[config.mk]
export PLATFORM = sky130hd
export DESIGN_NAME = pipe_hazard_ctrl
export DESIGN_NICKNAME = d
export VERILOG_FILES = /design/src/rtl/pipe_hazard_ctrl.sv
export SDC_FILE = /design/constraint.sdc
export NUM_CORES = 1
export LEC_CHECK = 0
export BUFFER_PORTS_ARGS = -buffer_cell sky130_fd_sc_hd__buf_2
export CAP_MARGIN = 0
export CORE_UTILIZATION = 50
export CTS_BUF_LIST = sky130_fd_sc_hd__clkbuf_8
export DETAILED_ROUTE_END_ITERATION = 10
export PLACE_DENSITY = 0.91
export SLEW_MARGIN = 20
export SYNTH_ARGS = -nofsm -noshare
export SYNTH_HDL_FRONTEND = slang
export SYNTH_SLANG_ARGS = --single-unit
[constraint.sdc]
create_clock -name clk -period 2.1 [get_ports clk]
set_input_delay 0.105 -clock clk [delete_from_list [all_inputs] [get_ports clk]]
set_output_delay 0.105 -clock clk [all_outputs]
set_load 0.005 [all_outputs]
[src/rtl/pipe_hazard_ctrl.sv]
// Pipeline sequencer: RAW hazard stalls, branch flushes, data-memory freeze.
// Define FORWARDING_EN to restrict hazard stalls to load-use only.
module pipe_hazard_ctrl #(
   parameter int MEM_WAIT_CYCLES = 4,
   parameter int CNT_W           = 16
) (
   input  logic             clk,
   input  logic             rst,
   input  logic [3:0]       id_src1,
   input  logic [3:0]       id_src2,
   input  logic             id_two_src,
   input  logic             id_valid,
   input  logic [3:0]       exe_dest,
   input  logic             exe_wb_en,
   input  logic             exe_mem_r_en,
   input  logic [3:0]       mem_dest,
   input  logic             mem_wb_en,
   input  logic             mem_req,
   input  logic             branch_taken,
   output logic             pc_freeze,
   output logic             ifid_freeze,
   output logic             ifid_flush,
   output logic             idex_flush,
   output logic             global_freeze,
   output logic             mem_ready,
   output logic [CNT_W-1:0] stall_cnt
);

   localparam int WCW = (MEM_WAIT_CYCLES > 1) ? $clog2(MEM_WAIT_CYCLES) : 1;
   localparam logic [WCW-1:0] LOAD = WCW'(MEM_WAIT_CYCLES - 1);

   typedef enum logic [1:0] {
      S_IDLE = 2'd0,
      S_WAIT = 2'd1,
      S_DONE = 2'd2
   } state_t;

   state_t           state_q, state_d;
   logic [WCW-1:0]   cnt_q, cnt_d;
   logic [CNT_W-1:0] stall_cnt_q, stall_cnt_d;

   logic exe_hit;
   logic mem_hit;
   logic load_use;
   logic hazard;
   logic haz_stall;

   always_comb begin
      exe_hit  = exe_wb_en && ((exe_dest == id_src1) ||
                 (id_two_src && (exe_dest == id_src2)));
      mem_hit  = mem_wb_en && ((mem_dest == id_src1) ||
                 (id_two_src && (mem_dest == id_src2)));
      load_use = exe_mem_r_en && exe_hit;
`ifdef FORWARDING_EN
      hazard   = id_valid && load_use;
`else
      hazard   = id_valid && (exe_hit || mem_hit || load_use);
`endif
   end

   always_comb begin
      state_d = state_q;
      cnt_d   = cnt_q;
      unique case (state_q)
         S_IDLE: begin
            if (mem_req) begin
               if (MEM_WAIT_CYCLES == 1) begin
                  state_d = S_DONE;
               end else begin
                  cnt_d   = LOAD;
                  state_d = S_WAIT;
               end
            end
         end
         S_WAIT: begin
            cnt_d = cnt_q - 1'b1;
            if (cnt_q == WCW'(1)) state_d = S_DONE;
         end
         S_DONE: state_d = S_IDLE;
         default: state_d = S_IDLE;
      endcase
   end

   // Freeze dominates; a branch squashes ID so its hazard is moot.
   always_comb begin
      global_freeze = (state_q == S_WAIT) || ((state_q == S_IDLE) && mem_req);
      mem_ready     = (state_q == S_DONE);
      pc_freeze     = 1'b0;
      ifid_freeze   = 1'b0;
      ifid_flush    = 1'b0;
      idex_flush    = 1'b0;
      haz_stall     = 1'b0;
      if (!global_freeze) begin
         if (branch_taken) begin
            ifid_flush = 1'b1;
            idex_flush = 1'b1;
         end else if (hazard) begin
            pc_freeze   = 1'b1;
            ifid_freeze = 1'b1;
            idex_flush  = 1'b1;
            haz_stall   = 1'b1;
         end
      end
   end

   always_comb begin
      stall_cnt_d = stall_cnt_q;
      if ((global_freeze || haz_stall) && (stall_cnt_q != '1))
         stall_cnt_d = stall_cnt_q + 1'b1;
   end

   always_ff @(posedge clk) begin
      if (rst) begin
         state_q     <= S_IDLE;
         cnt_q       <= '0;
         stall_cnt_q <= '0;
      end else begin
         state_q     <= state_d;
         cnt_q       <= cnt_d;
         stall_cnt_q <= stall_cnt_d;
      end
   end

   assign stall_cnt = stall_cnt_q;

endmodule

==> summary by stage, run 1 <==
Final layout
The total area of multi-input combinational cells is 729 um2. The filler-free cell count of the finished design is 227. At the end of the flow, the number of nets in the layout was 227. 0 antenna diodes ended up in the layout.

Relative to the synthesized area, the layout overhead comes to 30.4%. The filler cell count in the final layout is 195. Of the cells placed in the final design, the portion with a size suffix greater than 1 is 31.2%. In the layout the commonest cells are sky130_fd_sc_hd__buf_2 (45), sky130_fd_sc_hd__dfxtp_1 (20), sky130_fd_sc_hd__a21oi_1 (12), sky130_fd_sc_hd__xor2_1 (11), sky130_fd_sc_hd__nor2_1 (10). Across the whole layout, storage elements account for 400 um2. Leaving out fill and tap cells, the most frequent cell in the layout is sky130_fd_sc_hd__buf_2.

Logic synthesis
The portion of netlist area occupied by mux cells is 2.64%. Counting flops and latches in the post-synthesis netlist gives 20. The synthesized netlist devotes 15.2% of its cell area to compound gates. The synthesized-area fraction occupied by adder cells is 2.11%. The post-synth net total is 174. Each instance of the synthesized netlist takes up on average 8.07 um2. The simple-gate share of the synthesized area is 30.6%. The summed instance area of the synthesized netlist is 0.00119 mm2.

The cell count after synthesis came out at 147. The Yosys step of the flow raised 0 warnings. The number of enable-type register cells in the synthesized netlist is 0. The fraction of registers with async set/reset is 0%. The flip-flop cell with the highest count after synthesis is sky130_fd_sc_hd__dfxtp_1.

The synthesized-area fraction occupied by xor and xnor cells is 10.3%. The dominant combinational cell family by area after synthesis is simple AND/OR/NAND/NOR gates. The part of the Yosys area used for sequential elements is 33.8%.

The number of distinct standard cells referenced by the synthesized netlist is 35.

STA
At the pin with the least slew margin, the transition time is 0.531 ns. The normalized max-slew margin is 64.3%. Setup repair after global routing left no endpoint under its margin. Based on the critical path, the design can be clocked at up to 514 MHz. Setup violations remaining at the end of the flow were counted as 0. The final critical-path required period is 1.94 ns. The final max-slew violation count is 0. The count of endpoints failing hold in the final timing report came to 0. For the final routed database, the setup TNS stands at 0 ns. Between clock sinks in the finished design, the worst skew comes to 0.00417 ns.

Of the available clock period, the critical path in the final layout requires 92.6%.

Setup path
The worst setup path endpoint is stall_cnt[5]. The data required time at the worst endpoint is 2.30 ns. On the critical path the largest part of the delay comes from simple AND/OR/NAND/NOR gates. The destination of the worst register-to-register timing path is stall_cnt[5].

The most critical setup path has its startpoint at stall_cnt[0]. The largest individual stage delay along the critical path comes from the cell sky130_fd_sc_hd__or3_1. The path length in cells of the critical path is 8. The worst path buffer plus inverter count is 1. The peak fanout along the critical path is 18. The data arrival time of the critical path is 2.14 ns.

The launch point of the worst reg-to-reg path is stall_cnt[0]. The kind of start point of the critical path is a flop. The setup slack of the most critical reg-to-reg path is 0.16 ns. On the worst path, the slowest cell contributes a delay of 0.34 ns. The critical path is of the flop to flop type.

The critical path endpoint category is a flop. For the worst flop-to-flop path, the logic depth is 8. The critical path goes through ha_1, and4_1, nand3_1, nand3b_1, o21a_4, buf_4, or3_1, a21oi_1.

Place
The half-perimeter wire length after placement is 2.21 mm. The number of placed instances, taps included, is 223. The number of port buffers is 45. Routability-driven placement finished with a final weighted congestion of 0.767.

Global route
The via count of the first global-routing pass is 1206. The initial antenna violation count is 0. The total global routing overflow is 0. The first global-routing pass estimated 4.75 mm of wire. The overall global routing resource usage is 23.9%. Entering global routing, the biggest net connects 22 pins.

Power
The maximum vdd ir drop is 0.522 mV. The net switching power is 235 uW. The combinational share of power is 20.0%. The internal power of the cells is 644 uW. The leakage power summed over all cells is 0.000677 uW. The clock power share is 34.0%. The switching share of total power is 26.7%. The power density normalized to cell area is 568 mW/mm2. The share of total power dissipated in sequential elements is 46.0%.

Floorplan
After floorplanning, the core was divided into 17 placement rows. The die outline height is 50.7 um. From left edge to right edge, the die measures 50.7 um. The standard cell core area is 0.00223 mm2. 47 I/O pins were placed. The overall die area is 0.00257 mm2. The effective utilization at floorplan is 53.1%.

Detailed routing
The detailed router finished its first iteration with 28 violations. The count of TritonRoute iterations in the first routing pass is 4. The sum of routed wire length over all layers is 2.93 mm. The via count is 1298. The number of nets still failing antenna checks after routing is 0. The remaining design rule violation count is 0.

The per-cell routed wire length is 12.9 um. The ratio of routed vias to standard cells is 5.72.

Clock tree
The root buffer cell chosen for the clock tree is sky130_fd_sc_hd__clkbuf_8. Buffers added to address setup during post-CTS repair amount to 0. TritonCTS built the clock tree. Hold repair after CTS inserted 0 buffers. CTS built an H-tree with a depth of 1. Clock latency on the worst-skew pair, taken at its later pin, is 0.26 ns. For this design, the sink count on the clock tree is 20. In this run, CTS created clock tree buffers numbering 3. The longest clock path from root to sink contains 2 buffers.

Clock-pin slew was measured on the worst setup and hold paths at 0.08 ns.

Status
The run finished with clean final reports.

Worst hold path
The path class of the tightest hold or removal check is input pin to flop.

Flow run
The number of maximum-capacitance constraint violations is 0.
## repair_timing
| item | in CTS | in global routing |
|---|---|---|
| endpoints found under the setup margin | 0 | 10 |
| gates resized for setup | 0 | 2 |
| endpoints found under the hold margin | 0 | 0 |
## cell usage after synthesis, types with 2 or more instances
library cell / count / area (um2)
sky130_fd_sc_hd__dfxtp_1: 20 / 400
sky130_fd_sc_hd__a21oi_1: 12 / 60.1
sky130_fd_sc_hd__xor2_1: 11 / 96.3
sky130_fd_sc_hd__nor2_1: 10 / 37.5
sky130_fd_sc_hd__inv_1: 9 / 33.8
sky130_fd_sc_hd__nand3_1: 7 / 35.0
sky130_fd_sc_hd__o21ai_0: 7 / 35.0
sky130_fd_sc_hd__or3_1: 7 / 43.8
sky130_fd_sc_hd__nand2_1: 6 / 22.5
sky130_fd_sc_hd__nand4_1: 5 / 31.3
sky130_fd_sc_hd__nor3_1: 5 / 25.0
sky130_fd_sc_hd__o31ai_1: 5 / 37.5
sky130_fd_sc_hd__or4_1: 5 / 37.5
sky130_fd_sc_hd__and3_1: 4 / 25.0
sky130_fd_sc_hd__nor4_1: 4 / 25.0
sky130_fd_sc_hd__nor2b_1: 3 / 18.8
sky130_fd_sc_hd__xnor2_1: 3 / 26.3
sky130_fd_sc_hd__buf_2: 2 / 10.0
sky130_fd_sc_hd__clkbuf_1: 2 / 7.51
sky130_fd_sc_hd__ha_1: 2 / 25.0
sky130_fd_sc_hd__mux2i_1: 2 / 20.0
sky130_fd_sc_hd__nor3b_1: 2 / 15.0
sky130_fd_sc_hd__o21a_1: 2 / 15.0
## cells by family after synthesis
kind of cell             after synthesis
XOR/XNOR                              14
AND/OR/NAND/NOR                       63
buffers and inverters                 15
multiplexers                           3
flip-flops                            20
adder cells (fa/ha/maj)                2
AO/OA/AOI/OAI                         30
## per-stage QoR
stage,area [um2],setup WS (ns),total power (uW),util (%),hold WS (ns)
floorplan,1190,0.184,506,-,0.251
global placement,1480,0.0891,573,66.4,0.412
detailed placement,1480,-0.0504,585,66.4,0.443
CTS,1540,0.0134,881,68.9,0.167
global route,1550,0.0414,915,69.2,0.193
finish,1550,0.156,879,69.2,0.157
## state kept, by name (all words and copies together), names as in the netlist
name / flops
stall_cnt: 16
state_q: 2
cnt_q: 2
## area by class of cell
class	count	area share, %
multi-input cells	112	47.2
flip-flops and latches	20	25.9
repair buffers	54	18.9
clock buffers	4	3.56
well taps	28	2.27
inverters	9	2.18
## tightest hold or removal path, cell delays in order
cell,delay (ns)
sky130_fd_sc_hd__buf_2,0.09
sky130_fd_sc_hd__mux2i_1,0.06
sky130_fd_sc_hd__nor3_1,0.12
## worst min-delay path by stage
stage,endpoint,slack [ns],cells after the start,start
floorplan,ifid_freeze,0.25,1,branch_taken
global placement,state_q[0],0.41,3,mem_req
detailed placement,state_q[0],0.44,3,mem_req
CTS,state_q[0],0.17,3,mem_req
global route,state_q[0],0.19,3,mem_req
finish,state_q[0],0.16,3,mem_req
## routing by layer
layer	vias up	wire length [um]	global-route usage (%)
met3	5	170	1.82
met1	598	1250	25.9
met5	-	0	0
met2	52	1470	46.4
li1	643	-	-
met4	0	46	10.2
## power groups by stage
stage	Sequential, uW	Combinational [uW]	Clock, uW
6_report	404	176	299
5_1_grt	406	194	315
4_1_cts	404	173	304
3_5_place_dp	413	172	0
3_3_place_gp	412	161	0
2_1_floorplan	417	89.2	0
Power figures use the tool's default switching activity.
==> run 2, diff against run 1 <==
Settings changed: CELL_PAD_IN_SITES_DETAIL_PLACEMENT set to 1, CELL_PAD_IN_SITES_GLOBAL_PLACEMENT set to 1, CORE_UTILIZATION 50 to 35, PLACE_DENSITY 0.91 to 0.9.
==> summary by stage, run 2 (same netlist as run 1, synthesis figures left out) <==
STA
The setup-violating endpoint count in the final report is 0 (unchanged). The slew at the pin with the worst max-slew slack is 0.756 ns (was 0.531 ns). The total negative setup slack is 0 ns (unchanged). The normalized max-slew margin is 49.1% (was 64.3%).

The final critical-path required period is 1.99 ns (was 1.94 ns). The post-route fraction of the period consumed by the critical path is 94.8% (was 92.6%). The minimum hold slack came to 0.176 ns (was 0.157 ns). Setup repair after global routing missed its margin: false (unchanged).

The final max-slew violation count was 0 (unchanged). The highest achievable clock rate is 502 MHz (was 514 MHz). The clock tree skew after final layout is 0.00613 ns (was 0.00417 ns).

The count of endpoints failing hold in the final timing report is 0 (unchanged).

Setup path
The peak fanout along the critical path is 12 (was 18). The kind of start point of the critical path is a flop (unchanged). The critical path endpoint category is a flop (unchanged). The data required time at the worst endpoint came to 2.29 ns (was 2.30 ns).

The category of the critical setup timing path was flop to flop (unchanged). The data arrival time of the critical path is 2.18 ns (was 2.14 ns).

Floorplan
The overall die area came to 0.00363 mm2 (was 0.00257 mm2). The standard-cell row count is 20 (was 17). The number of top-level pins is 47 (unchanged). The standard cell core area is 0.00313 mm2 (was 0.00223 mm2). The die outline height came to 60.2 um (was 50.7 um). The effective utilization at floorplan is 37.9% (was 53.1%).

The x dimension of the die is 60.2 um (was 50.7 um).

Detailed routing
The ratio of routed vias to standard cells came to 5.38 (was 5.72). The sum of routed wire length over all layers is 3.82 mm (was 2.93 mm). The remaining design rule violation count is 0 (unchanged).

The first-iteration detailed-routing DRC count is 27 (was 28). The number of nets still failing antenna checks after routing is 0 (unchanged). The count of TritonRoute iterations in the first routing pass is 6 (was 4). The per-cell routed wire length was 15.6 um (was 12.9 um).

The via count is 1318 (was 1298).

Power
The total power after layout is 852 uW (was 879 uW). The leakage power summed over all cells is 0.000682 uW (was 0.000677 uW). The power density normalized to cell area is 540 mW/mm2 (was 568 mW/mm2). The maximum vdd ir drop is 0.357 mV (was 0.522 mV).

Worst hold path
The path class of the lowest-slack min-delay path is input pin to flop (unchanged).

Final layout
The flip-flop count of the largest register, all copies and words added is 16 (unchanged). The post-route cell area is 0.00158 mm2 (was 0.00155 mm2). The filler-free cell count of the finished design came to 245 (was 227). The fraction of layout instances using a drive strength above 1 is 31.8% (was 31.2%). The most common cell after layout, fill and taps aside is sky130_fd_sc_hd__buf_2 (unchanged).

The number of nets in the layout is 230 (was 227). The number of antenna cells inserted is 0 (unchanged). Commonest non-fill, non-tap cells in the layout: sky130_fd_sc_hd__buf_2 (45), sky130_fd_sc_hd__dfxtp_1 (20), sky130_fd_sc_hd__a21oi_1 (12), sky130_fd_sc_hd__xor2_1 (11), sky130_fd_sc_hd__buf_4 (11) (was sky130_fd_sc_hd__buf_2 (45), sky130_fd_sc_hd__dfxtp_1 (20), sky130_fd_sc_hd__a21oi_1 (12), sky130_fd_sc_hd__xor2_1 (11), sky130_fd_sc_hd__nor2_1 (10)). The area added between synthesis and finish is 32.9% (was 30.4%).

Clock tree
The post-cts hold buffer count came to 0 (unchanged). The clock-pin slew on the worst setup and hold paths is 0.08 ns (about the same). The maximum count of clock buffers along a single path is 2 (unchanged). The clock latency on the worst-skew pair is 0.26 ns (about the same). The sink count of the clock tree is 20 (unchanged). The H-tree depth is 1 (unchanged).

The cell at the root of the clock tree was sky130_fd_sc_hd__clkbuf_8 (unchanged). The clock tree from TritonCTS is done (unchanged). The number of buffers added by the clock tree synthesis step came to 3 (unchanged).

Global route
The total global routing overflow is 0 (unchanged). The initial antenna violation count came to 0 (unchanged). The via count of the first global-routing pass is 1327 (was 1206). The first-pass GRT wire length is 5.87 mm (was 4.75 mm).

The overall global routing resource usage came to 21.3% (was 23.9%). The largest net degree at the start of global routing was 22 (unchanged).

Place
The half-perimeter wire length after placement is 2.78 mm (was 2.21 mm). The number of port buffers is 45 (unchanged). The weighted congestion at the end of routability-driven global placement is 0.777 (was 0.767). The cell area after placement came to 0.00151 mm2 (was 0.00148 mm2). The number of instances in the placed design is 240 (was 223).

Status
Result of the run: complete, no violations (unchanged).

Flow run
The number of maximum-capacitance constraint violations is 0 (unchanged).
[run 2: changes by cell type in the layout (fill, tap and decap cells not counted), sizes merged]
cell,previous run,this run
o21a,2,3
clkbuf,4,3
buf,54,56
[run 2: path summary, 6_finish.rpt]
check,to,cells past startpoint,from,slack [ns]
worst max-delay path,stall_cnt[4],8,stall_cnt[0],0.11
worst min-delay path,state_q[0],3,mem_req,0.18
worst max register to register,stall_cnt[4],8,stall_cnt[0],0.11
worst min register to register,cnt_q[1],2,cnt_q[1],0.50
[run 2: power breakdown]
part | internal (uW) | leakage [uW] | switching, uW
clock | 128 | 0.0000216 | 129
sequential | 394 | 0.000163 | 10.2
combinational | 87.3 | 0.000498 | 103
[run 2: through the flow]
stage | setup WS, ns | utilization, %
floorplan | 0.184 | -
global placement | 0.0668 | 48.3
detailed placement | -0.0987 | 48.3
CTS | 0.0483 | 49.7
global route | 0.00193 | 50.4
finish | 0.109 | 50.4
[run 2: cell type report]
cell class                      count  area [um2]
Fill cell                         411        1550
Multi-Input combinational cell    113         738
Sequential cell                    20         400
Timing Repair Buffer               56         308
Tap cell                           44        55.1
Clock buffer                        3        41.3
Inverter                            9        33.8
[run 2: layer usage]
metal  GRT usage (%)  vias to the layer above  part of all wire [%]
li1                -                      648                     -
met1            23.6                      620                    41
met2            41.6                       43                    53
met3            2.16                        7                   5.3
met4            5.98                        0                   1.4
met5               0                        -                     0
[run 2: timing repair]
action                                  CTS  global route
resized for setup                         1             1
gates cloned                              0             1
setup buffers                             0             1
endpoints found under the setup margin    7             8
pin swaps                                 0             1
[run 2: critical path, stage by stage (launching register included)]
cell and delay (ns):
sky130_fd_sc_hd__dfxtp_1 0.32, sky130_fd_sc_hd__ha_1 0.21, sky130_fd_sc_hd__and4_1 0.21, sky130_fd_sc_hd__nand3_1 0.12, sky130_fd_sc_hd__nand3b_1 0.13, sky130_fd_sc_hd__o21a_4 0.25, sky130_fd_sc_hd__buf_4 0.18, sky130_fd_sc_hd__or3_1 0.35
sky130_fd_sc_hd__a21oi_1 0.14
